**config.mk**
```make
export PLATFORM = sky130hd
export DESIGN_NAME = ct_biu_no_op_resp_flat
export DESIGN_NICKNAME = d
export VERILOG_FILES = /design/src/rtl/ct_biu_no_op_resp_if.sv /design/src/rtl/ct_biu_no_op_resp.sv /design/src/flat_wrapper.sv
export SDC_FILE = /design/constraint.sdc
export NUM_CORES = 1
export LEC_CHECK = 0
export CAP_MARGIN = 20
export CORE_MARGIN = 2
export CORE_UTILIZATION = 53
export CTS_CLUSTER_SIZE = 28
export DETAILED_ROUTE_END_ITERATION = 8
export GPL_ROUTABILITY_DRIVEN = 1
export GPL_TIMING_DRIVEN = 0
export MAX_ROUTING_LAYER = met4
export PLACE_DENSITY = 0.82
export SLEW_MARGIN = 15
export SYNTH_ARGS = -nofsm -noshare
export SYNTH_HDL_FRONTEND = slang
export SYNTH_SLANG_ARGS = --single-unit
```
**constraint.sdc**
```tcl
create_clock -name forever_cpuclk -period 4.2 [get_ports forever_cpuclk]
set_clock_uncertainty 0.2 [all_clocks]
set_input_delay 0.63 -clock forever_cpuclk [delete_from_list [all_inputs] [get_ports forever_cpuclk]]
set_output_delay 0.63 -clock forever_cpuclk [all_outputs]
set_load 0.01 [all_outputs]
```
**src/rtl/ct_biu_no_op_resp_if.sv**
```systemverilog
// Issue/completion handshake between the request arbiters, the AXI side and the no-op responder.
// master = upstream/AXI side driving requests and completions; slave = responder returning grants.
interface ct_biu_no_op_resp_if;
    logic rd_req_vld;
    logic rd_req_grnt;
    logic wr_req_vld;
    logic wr_req_grnt;
    logic rd_cmplt;
    logic wr_cmplt;

    modport master (
        output rd_req_vld,
        output wr_req_vld,
        output rd_cmplt,
        output wr_cmplt,
        input  rd_req_grnt,
        input  wr_req_grnt
    );

    modport slave (
        input  rd_req_vld,
        input  wr_req_vld,
        input  rd_cmplt,
        input  wr_cmplt,
        output rd_req_grnt,
        output wr_req_grnt
    );
endinterface

```
**src/rtl/ct_biu_no_op_resp.sv**
```systemverilog
// CP0 low-power responder: blocks issue, drains, acks no_op one cycle after drain, mirrors lpmd code.
// Grants drop whenever not RUN or at max outstanding; BIU_LPMD_RESIDENCY_CNT_EN adds residency counters.
module ct_biu_no_op_resp #(
    parameter int RD_MAX = 8,
    parameter int WR_MAX = 8,
    parameter int CNT_W  = 4
) (
    input  logic                 forever_cpuclk,
    input  logic                 cpurst,
    input  logic                 cp0_biu_no_op_req,
    input  logic [1:0]           cp0_biu_lpmd_b,
    ct_biu_no_op_resp_if.slave   bus,
    output logic                 biu_yy_xx_no_op,
    output logic [1:0]           biu_pad_lpmd_b,
    output logic                 biu_cnt_err,
`ifdef BIU_LPMD_RESIDENCY_CNT_EN
    output logic [31:0]          biu_lpmd_cycles,
    output logic [15:0]          biu_lpmd_entries,
`endif
    output logic [1:0]           biu_lpmd_state
);

    typedef enum logic [1:0] {
        ST_RUN   = 2'b00,
        ST_BLOCK = 2'b01,
        ST_NOOP  = 2'b10,
        ST_LPMD  = 2'b11
    } state_t;

    localparam logic [CNT_W-1:0] RD_LIM = CNT_W'(RD_MAX);
    localparam logic [CNT_W-1:0] WR_LIM = CNT_W'(WR_MAX);

    state_t           state;
    state_t           state_nxt;
    logic [CNT_W-1:0] rd_cnt;
    logic [CNT_W-1:0] wr_cnt;
    logic [CNT_W-1:0] rd_cnt_nxt;
    logic [CNT_W-1:0] wr_cnt_nxt;
    logic             rd_undf;
    logic             wr_undf;
    logic             rd_issue;
    logic             wr_issue;
    logic             lpmd_run;

    assign lpmd_run = (cp0_biu_lpmd_b == 2'b11);

    // Grants look only at registered state so there is no vld->grnt timing path.
    assign bus.rd_req_grnt = (state == ST_RUN) && (rd_cnt < RD_LIM);
    assign bus.wr_req_grnt = (state == ST_RUN) && (wr_cnt < WR_LIM);
    assign rd_issue        = bus.rd_req_vld && bus.rd_req_grnt;
    assign wr_issue        = bus.wr_req_vld && bus.wr_req_grnt;

    assign biu_yy_xx_no_op = (state == ST_NOOP);
    assign biu_lpmd_state  = state;

    always_comb begin
        state_nxt = state;
        case (state)
            ST_RUN: begin
                if (cp0_biu_no_op_req) state_nxt = ST_BLOCK;
            end
            ST_BLOCK: begin
                if (!cp0_biu_no_op_req)                   state_nxt = ST_RUN;
                else if (rd_cnt == '0 && wr_cnt == '0)    state_nxt = ST_NOOP;
            end
            ST_NOOP: begin
                if (!lpmd_run)               state_nxt = ST_LPMD;
                else if (!cp0_biu_no_op_req) state_nxt = ST_RUN;
            end
            ST_LPMD: begin
                if (lpmd_run) state_nxt = ST_RUN;
            end
            default: state_nxt = ST_RUN;
        endcase
    end

    // A completion against an empty counter is a protocol error; the counter stays at zero.
    always_comb begin
        rd_cnt_nxt = rd_cnt;
        rd_undf    = 1'b0;
        if (rd_issue && !bus.rd_cmplt) begin
            rd_cnt_nxt = rd_cnt + 1'b1;
        end else if (!rd_issue && bus.rd_cmplt) begin
            if (rd_cnt == '0) rd_undf    = 1'b1;
            else              rd_cnt_nxt = rd_cnt - 1'b1;
        end
    end

    always_comb begin
        wr_cnt_nxt = wr_cnt;
        wr_undf    = 1'b0;
        if (wr_issue && !bus.wr_cmplt) begin
            wr_cnt_nxt = wr_cnt + 1'b1;
        end else if (!wr_issue && bus.wr_cmplt) begin
            if (wr_cnt == '0) wr_undf    = 1'b1;
            else              wr_cnt_nxt = wr_cnt - 1'b1;
        end
    end

    always_ff @(posedge forever_cpuclk) begin
        if (cpurst) begin
            state          <= ST_RUN;
            rd_cnt         <= '0;
            wr_cnt         <= '0;
            biu_pad_lpmd_b <= 2'b11;
            biu_cnt_err    <= 1'b0;
        end else begin
            state          <= state_nxt;
            rd_cnt         <= rd_cnt_nxt;
            wr_cnt         <= wr_cnt_nxt;
            biu_pad_lpmd_b <= cp0_biu_lpmd_b;
            if (rd_undf || wr_undf) biu_cnt_err <= 1'b1;
        end
    end

`ifdef BIU_LPMD_RESIDENCY_CNT_EN
    always_ff @(posedge forever_cpuclk) begin
        if (cpurst) begin
            biu_lpmd_cycles  <= '0;
            biu_lpmd_entries <= '0;
        end else begin
            if (state == ST_LPMD && biu_lpmd_cycles != 32'hFFFF_FFFF)
                biu_lpmd_cycles <= biu_lpmd_cycles + 32'd1;
            if (state == ST_NOOP && state_nxt == ST_LPMD)
                biu_lpmd_entries <= biu_lpmd_entries + 16'd1;
        end
    end
`endif

endmodule

```
**src/flat_wrapper.sv**
```systemverilog
// flat-port wrapper written by rule: the top's interface ports become plain ports
module ct_biu_no_op_resp_flat 
#(
    parameter int RD_MAX = 8,
    parameter int WR_MAX = 8,
    parameter int CNT_W  = 4
)
  (forever_cpuclk, cpurst, cp0_biu_no_op_req, cp0_biu_lpmd_b, biu_yy_xx_no_op, biu_pad_lpmd_b, biu_cnt_err, biu_lpmd_state, bus_rd_req_vld, bus_wr_req_vld, bus_rd_cmplt, bus_wr_cmplt, bus_rd_req_grnt, bus_wr_req_grnt);
  ct_biu_no_op_resp_if bus_i ();
  input  logic forever_cpuclk;
  input  logic cpurst;
  input  logic cp0_biu_no_op_req;
  input  logic [1:0] cp0_biu_lpmd_b;
  output logic biu_yy_xx_no_op;
  output logic [1:0] biu_pad_lpmd_b;
  output logic biu_cnt_err;
  output logic [1:0] biu_lpmd_state;
  input wire logic [$bits(bus_i.rd_req_vld)-1:0] bus_rd_req_vld;
  input wire logic [$bits(bus_i.wr_req_vld)-1:0] bus_wr_req_vld;
  input wire logic [$bits(bus_i.rd_cmplt)-1:0] bus_rd_cmplt;
  input wire logic [$bits(bus_i.wr_cmplt)-1:0] bus_wr_cmplt;
  output wire logic [$bits(bus_i.rd_req_grnt)-1:0] bus_rd_req_grnt;
  output wire logic [$bits(bus_i.wr_req_grnt)-1:0] bus_wr_req_grnt;
  assign bus_i.rd_req_vld = bus_rd_req_vld;
  assign bus_i.wr_req_vld = bus_wr_req_vld;
  assign bus_i.rd_cmplt = bus_rd_cmplt;
  assign bus_i.wr_cmplt = bus_wr_cmplt;
  assign bus_rd_req_grnt = bus_i.rd_req_grnt;
  assign bus_wr_req_grnt = bus_i.wr_req_grnt;
  ct_biu_no_op_resp #(.RD_MAX(RD_MAX), .WR_MAX(WR_MAX), .CNT_W(CNT_W)) u_core (.forever_cpuclk(forever_cpuclk), .cpurst(cpurst), .cp0_biu_no_op_req(cp0_biu_no_op_req), .cp0_biu_lpmd_b(cp0_biu_lpmd_b), .bus(bus_i), .biu_yy_xx_no_op(biu_yy_xx_no_op), .biu_pad_lpmd_b(biu_pad_lpmd_b), .biu_cnt_err(biu_cnt_err), .biu_lpmd_state(biu_lpmd_state));
endmodule
```
[Yosys cells after proc, flatten, opt, wreduce, memory -nomap -nowiden]
Index checks and enable logic that the tools add are counted.
Word-level totals
  logic and storage cells: 62
  bits in registers: 13
Operators by class
  reductions and logical operators: 22
  muxes and demuxes: 19
  eq/ne operators: 10
  $lt $le $gt $ge: 2
  add/subtract/negate cells: 4
Operators with widths (number)
  two-way mux 4 bit: 6
  two-way mux 2 bit: 6
  logical AND 1 bit: 9
  adder 4 x 1 -> 4 bit (second input constant): 2
  logical NOT 4 bit: 2
  less-than comparator 4 bit (second input constant): 2
  case mux 2 bit (4 select lines): 1
  subtractor 4 x 1 -> 4 bit (second input constant): 2
  equality test 2 bit (second input constant): 3
  two-way mux 1 bit: 6
  inequality test 2 bit (second input constant): 3
  logical NOT 1 bit: 4
  AND reduction 2 bit: 2
  AND reduction 4 bit: 1
  nonzero test 2 bit: 2
  inequality test 3 x 2 -> 1 bit (second input constant): 1
  inequality test 3 bit (second input constant): 1
  equality test 2 x 1 -> 1 bit (second input constant): 1
  logical NOT 2 bit: 1
  inequality test 2 x 1 -> 1 bit (second input constant): 1
  logical OR 1 bit: 1

[Logic depth before layout (Yosys ltp)]
  depth in word-level cells: 8
  depth in mapped cells: 9

[Worst setup path after synthesis]
Ideal clock, no wire load.
  path kind: register to register
  from: register u_core.state[0], in the netlist u_core.biu_lpmd_state[0]
  to: register u_core.wr_cnt[3]
  setup slack: 1532 ps
  buffers on the path: 0
  arrival: 2345 ps
  library setup time: 123 ps
  period minus slack after synthesis: 2668 ps
  cell stages (with the launch flop): 9
  cell sequence: dfxtp_1 nor3_1 and2_1 ha_1 inv_1 ha_1 a31o_1 a32oi_1 mux2_1
Between the ends
  longest elaborated chain between the ends: 7
  elaborated cells between the ends (all ways): 10
  classes of those cells: eq/ne: 1; mux: 1; reduce/logical: 8
RTL lines
  from (decl): RTL line ct_biu_no_op_resp.sv:33  | state_t state;
  from (signal assigned): RTL line ct_biu_no_op_resp.sv:108  | state <= state_nxt;
  logical NOT 2 bit (*): RTL line ct_biu_no_op_resp.sv:49  | assign bus.wr_req_grnt = (state == ST_RUN) && (wr_cnt < WR_LIM);
  logical AND 1 bit (*): RTL line ct_biu_no_op_resp.sv:49
  net bus_wr_req_grnt: RTL line flat_wrapper.sv:23  | output wire logic [$bits(bus_i.wr_req_grnt)-1:0] bus_wr_req_grnt;
  logical AND 1 bit (*): RTL line ct_biu_no_op_resp.sv:51  | assign wr_issue = bus.wr_req_vld && bus.wr_req_grnt;
  logical NOT 1 bit: RTL line ct_biu_no_op_resp.sv:94  | end else if (!wr_issue && bus.wr_cmplt) begin
  logical AND 1 bit: RTL line ct_biu_no_op_resp.sv:94
  nonzero test 2 bit (no source line)
  AND reduction 2 bit (no source line)
  to (signal assigned): RTL line ct_biu_no_op_resp.sv:110  | wr_cnt <= wr_cnt_nxt;
  to (decl): RTL line ct_biu_no_op_resp.sv:36  | logic [CNT_W-1:0] wr_cnt;
Mark *: on every way through the listed nets, which the timed path passes. The rest lies on a longest branch.
A chain may end at the register's enable or synchronous reset.

[Worst setup path after layout]
  from: input port bus_wr_req_vld
  to: register u_core.wr_cnt[3]
Between the ends
  longest elaborated chain between the ends: 5
  elaborated cells between the ends (all ways): 8
  classes of those cells: eq/ne: 1; mux: 1; reduce/logical: 6
RTL lines
  from (decl): RTL line flat_wrapper.sv:19  | input wire logic [$bits(bus_i.wr_req_vld)-1:0] bus_wr_req_vld;
  logical AND 1 bit (*): RTL line ct_biu_no_op_resp.sv:51
  logical NOT 1 bit: RTL line ct_biu_no_op_resp.sv:94
  logical AND 1 bit: RTL line ct_biu_no_op_resp.sv:94
  nonzero test 2 bit (no source line)
  AND reduction 2 bit (no source line)
Mark *: on every way between the ends. The rest lies on a longest branch, timed or not.

==> results.sh <==
export IMPL_htreeDepth=1
export IMPL_crit_fanout=5
export IMPL_drive_above_1_share_pct=10.3
export IMPL_rr_startpoint="u_core.biu_lpmd_state[0]"
export IMPL_cts_tree="built"
export IMPL_io_pin_count=17
export IMPL_hp_class="flop to flop"
export IMPL_wl_per_cell_um=12.9
export IMPL_drt_total_wl_um=1700
export IMPL_ys_flop_type="dfxtp_1"
export IMPL_worst_pin_slew_ns=0.432
export IMPL_ys_warn_count=0
export IMPL_die_h_um=44.2
export IMPL_critical_path_arrival_ns=2.84
export IMPL_period_needed_ns=2.86
export IMPL_power_density_nw_per_um2=699
export IMPL_drtIter0Drc=13
export IMPL_cp_required_ns=4.17
export IMPL_path_clk_slew_ns=0.08
export IMPL_async_reset_ff_share_pct=0
export IMPL_via_per_inst=5.73
export IMPL_grt_setup_unrepaired="false"
export IMPL_max_stage_delay_ns=0.45
export IMPL_path_cells="clkdlybuf4s50_1 -> and2_1 -> ha_1 -> inv_1 -> ha_1 -> a31o_1 -> a32oi_1 -> mux2_1"
export IMPL_dieArea_um2=1950
export IMPL_drv_cap=0
export IMPL_initial_core_util_pct=56.8
export IMPL_timing_slew_headroom_pct=71.2
export IMPL_postCtsHoldBufs=0
export IMPL_synth_avg_cell_area_um2=8.91
export IMPL_diodes=0
export IMPL_yosysSeqAreaShare_pct=30.4
export IMPL_dp_slack_ns=1.03
export IMPL_num_vias=757
export IMPL_root_buffer="clkbuf_4"
export IMPL_grt_ovfl_total=0
export IMPL_dp_hpwl_um=1330
export IMPL_path_common_cell="ha_1"
export IMPL_cp_startpoint="bus_wr_req_vld"
export IMPL_path_class="input port to flop"
export IMPL_ant_nets=0
export IMPL_syn_to_final_growth_pct=24.1
export IMPL_synth_cells=96
export IMPL_die_x_um=44.2
export IMPL_min_from="u_core.wr_cnt[2]"
export IMPL_post_route_util_pct=70.5
export IMPL_clock_path_buffers=2
export IMPL_slew_viol_final=0
export IMPL_num_nets_final=136
export IMPL_ys_seq_elements=13
export IMPL_final_cell_count_no_fill=132
export IMPL_post_place_cells=128
export IMPL_timing_final_ws_setup_ns=1.34
export IMPL_numClockSinks=13
export IMPL_power_mw=0.743
export IMPL_hold_violations=0
export IMPL_cts_made_buffers=3
export IMPL_grt_max_degree=11
export IMPL_fin_crit_sh_pct=68.2
export IMPL_grt_pass1_vias=721
export IMPL_crit_path_end_kind="flop"
export IMPL_num_rows=14
export IMPL_synthesis_nets=115
export IMPL_setup_viol=0
export IMPL_cts_resized=0
export IMPL_drt_pass1_iterations=4
export IMPL_track_usage_pct=21.3
export IMPL_globalplace_congestion=0.876
export IMPL_drcViolationCount=0
export IMPL_peakVddDrop_uv=471
export IMPL_post_cts_setup_buffer_count=0
export IMPL_antenna_found_initial=0
export IMPL_startpoint_type="input port"
export IMPL_grt_first_pass_wirelength_um=2960
export IMPL_mappedNetlistArea_um2=856
export IMPL_io_buffers=16
export IMPL_clkLatencyLatePin_ns=0.29
export IMPL_tns_ns=0
export IMPL_core_um2=1510
export IMPL_synth_edf_count=0
export IMPL_synth_cell_types=30
export IMPL_fmax_mhz=349
export IMPL_status="completed"
export IMPL_p_leak_nw=0.417
export IMPL_slowest_stage="clkdlybuf4s50_1"
==> placed cells by master, fill, tap and decap left out, drive strengths merged, types with 3 or more instances in the layout <==
master,count
xnor2,4
clkbuf,5
clkdlybuf4s50,16
nor2,5
inv,9
nand3,3
a21oi,7
ha,10
nor2b,5
dfxtp,13
o21ai,4
a31oi,3
nand2,7
nor3,4
==> report_power, final <==
part           switching (mW)  total (mW)  internal [mW]
combinational           0.211       0.438          0.227
sequential             0.0550       0.223          0.168
clock                  0.0448      0.0818         0.0370
total                   0.311       0.743          0.432
==> Yosys cell counts, types with 2 or more instances <==
cell type	number	area share (%)
a21oi_1	7	4.1
a31o_1	2	2.0
nor2b_1	4	2.9
nor4_2	2	2.9
dfxtp_1	13	30
xnor2_1	4	4.1
nor3_1	4	2.3
a31oi_1	3	2.2
nor2_1	5	2.2
ha_1	10	15
nand2_1	7	3.1
and2_1	2	1.5
o21ai_0	4	2.3
nand3_1	3	1.8
nand2b_1	2	1.5
or2_2	2	1.5
inv_1	9	3.9
==> layout make-up <==
type	instances	area [um2]
Multi-Input combinational cell	73	558
Fill cell	128	444
Sequential cell	13	260
Timing Repair Buffer	16	160
Inverter	9	33.8
Clock buffer	4	26.3
Tap cell	16	20.0
Buffer	1	3.75
==> path summary, 6_finish.rpt <==
| path | to | slack (ns) | cells past startpoint |
|---|---|---|---|
| worst max-delay path | u_core.wr_cnt[3] | 1.34 | 8 |
| worst min-delay path | u_core.wr_cnt[2] | 0.30 | 2 |
| worst max register to register | u_core.wr_cnt[3] | 1.43 | 8 |
| worst min register to register | u_core.wr_cnt[2] | 0.30 | 2 |
==> state kept, by name, indices dropped and copies added (netlist names) <==
| name | count |
|---|---|
| u_core.biu_pad_lpmd_b | 2 |
| u_core.wr_cnt | 4 |
| u_core.rd_cnt | 4 |
| u_core.biu_cnt_err | 1 |
| u_core.biu_lpmd_state | 2 |
==> metrics by stage <==
stage,hold slack [ns],instance area (um2)
finish,0.301,1060
global route,0.333,1060
CTS,0.298,1060
global placement,0.279,1040
detailed placement,0.288,1040
floorplan,0.259,856
==> worst max-delay path: cells and delay by family <==
kind,cells,cell delay [ns]
compound gates,2,0.47
fa+ha+maj,2,0.66
buf+inv,2,0.56
mux,1,0.35
simple gates,1,0.16
==> metal layers <==
layer	wire length, um	vias up	global-route usage [%]
met1	793	349	25.5
met5	0	-	-
met4	38	0	13.9
li1	-	382	-
met3	83	5	2.86
met2	788	21	33.2
==> cell families after synthesis <==
group,synth area share (%)
xor+xnor,4.09
flops,30.4
mux,3.07
fa+ha+maj,14.6
simple gates,24.9
compound gates,18.6
buf+inv,4.39
Note: power is estimated with default switching activity, not from simulation.
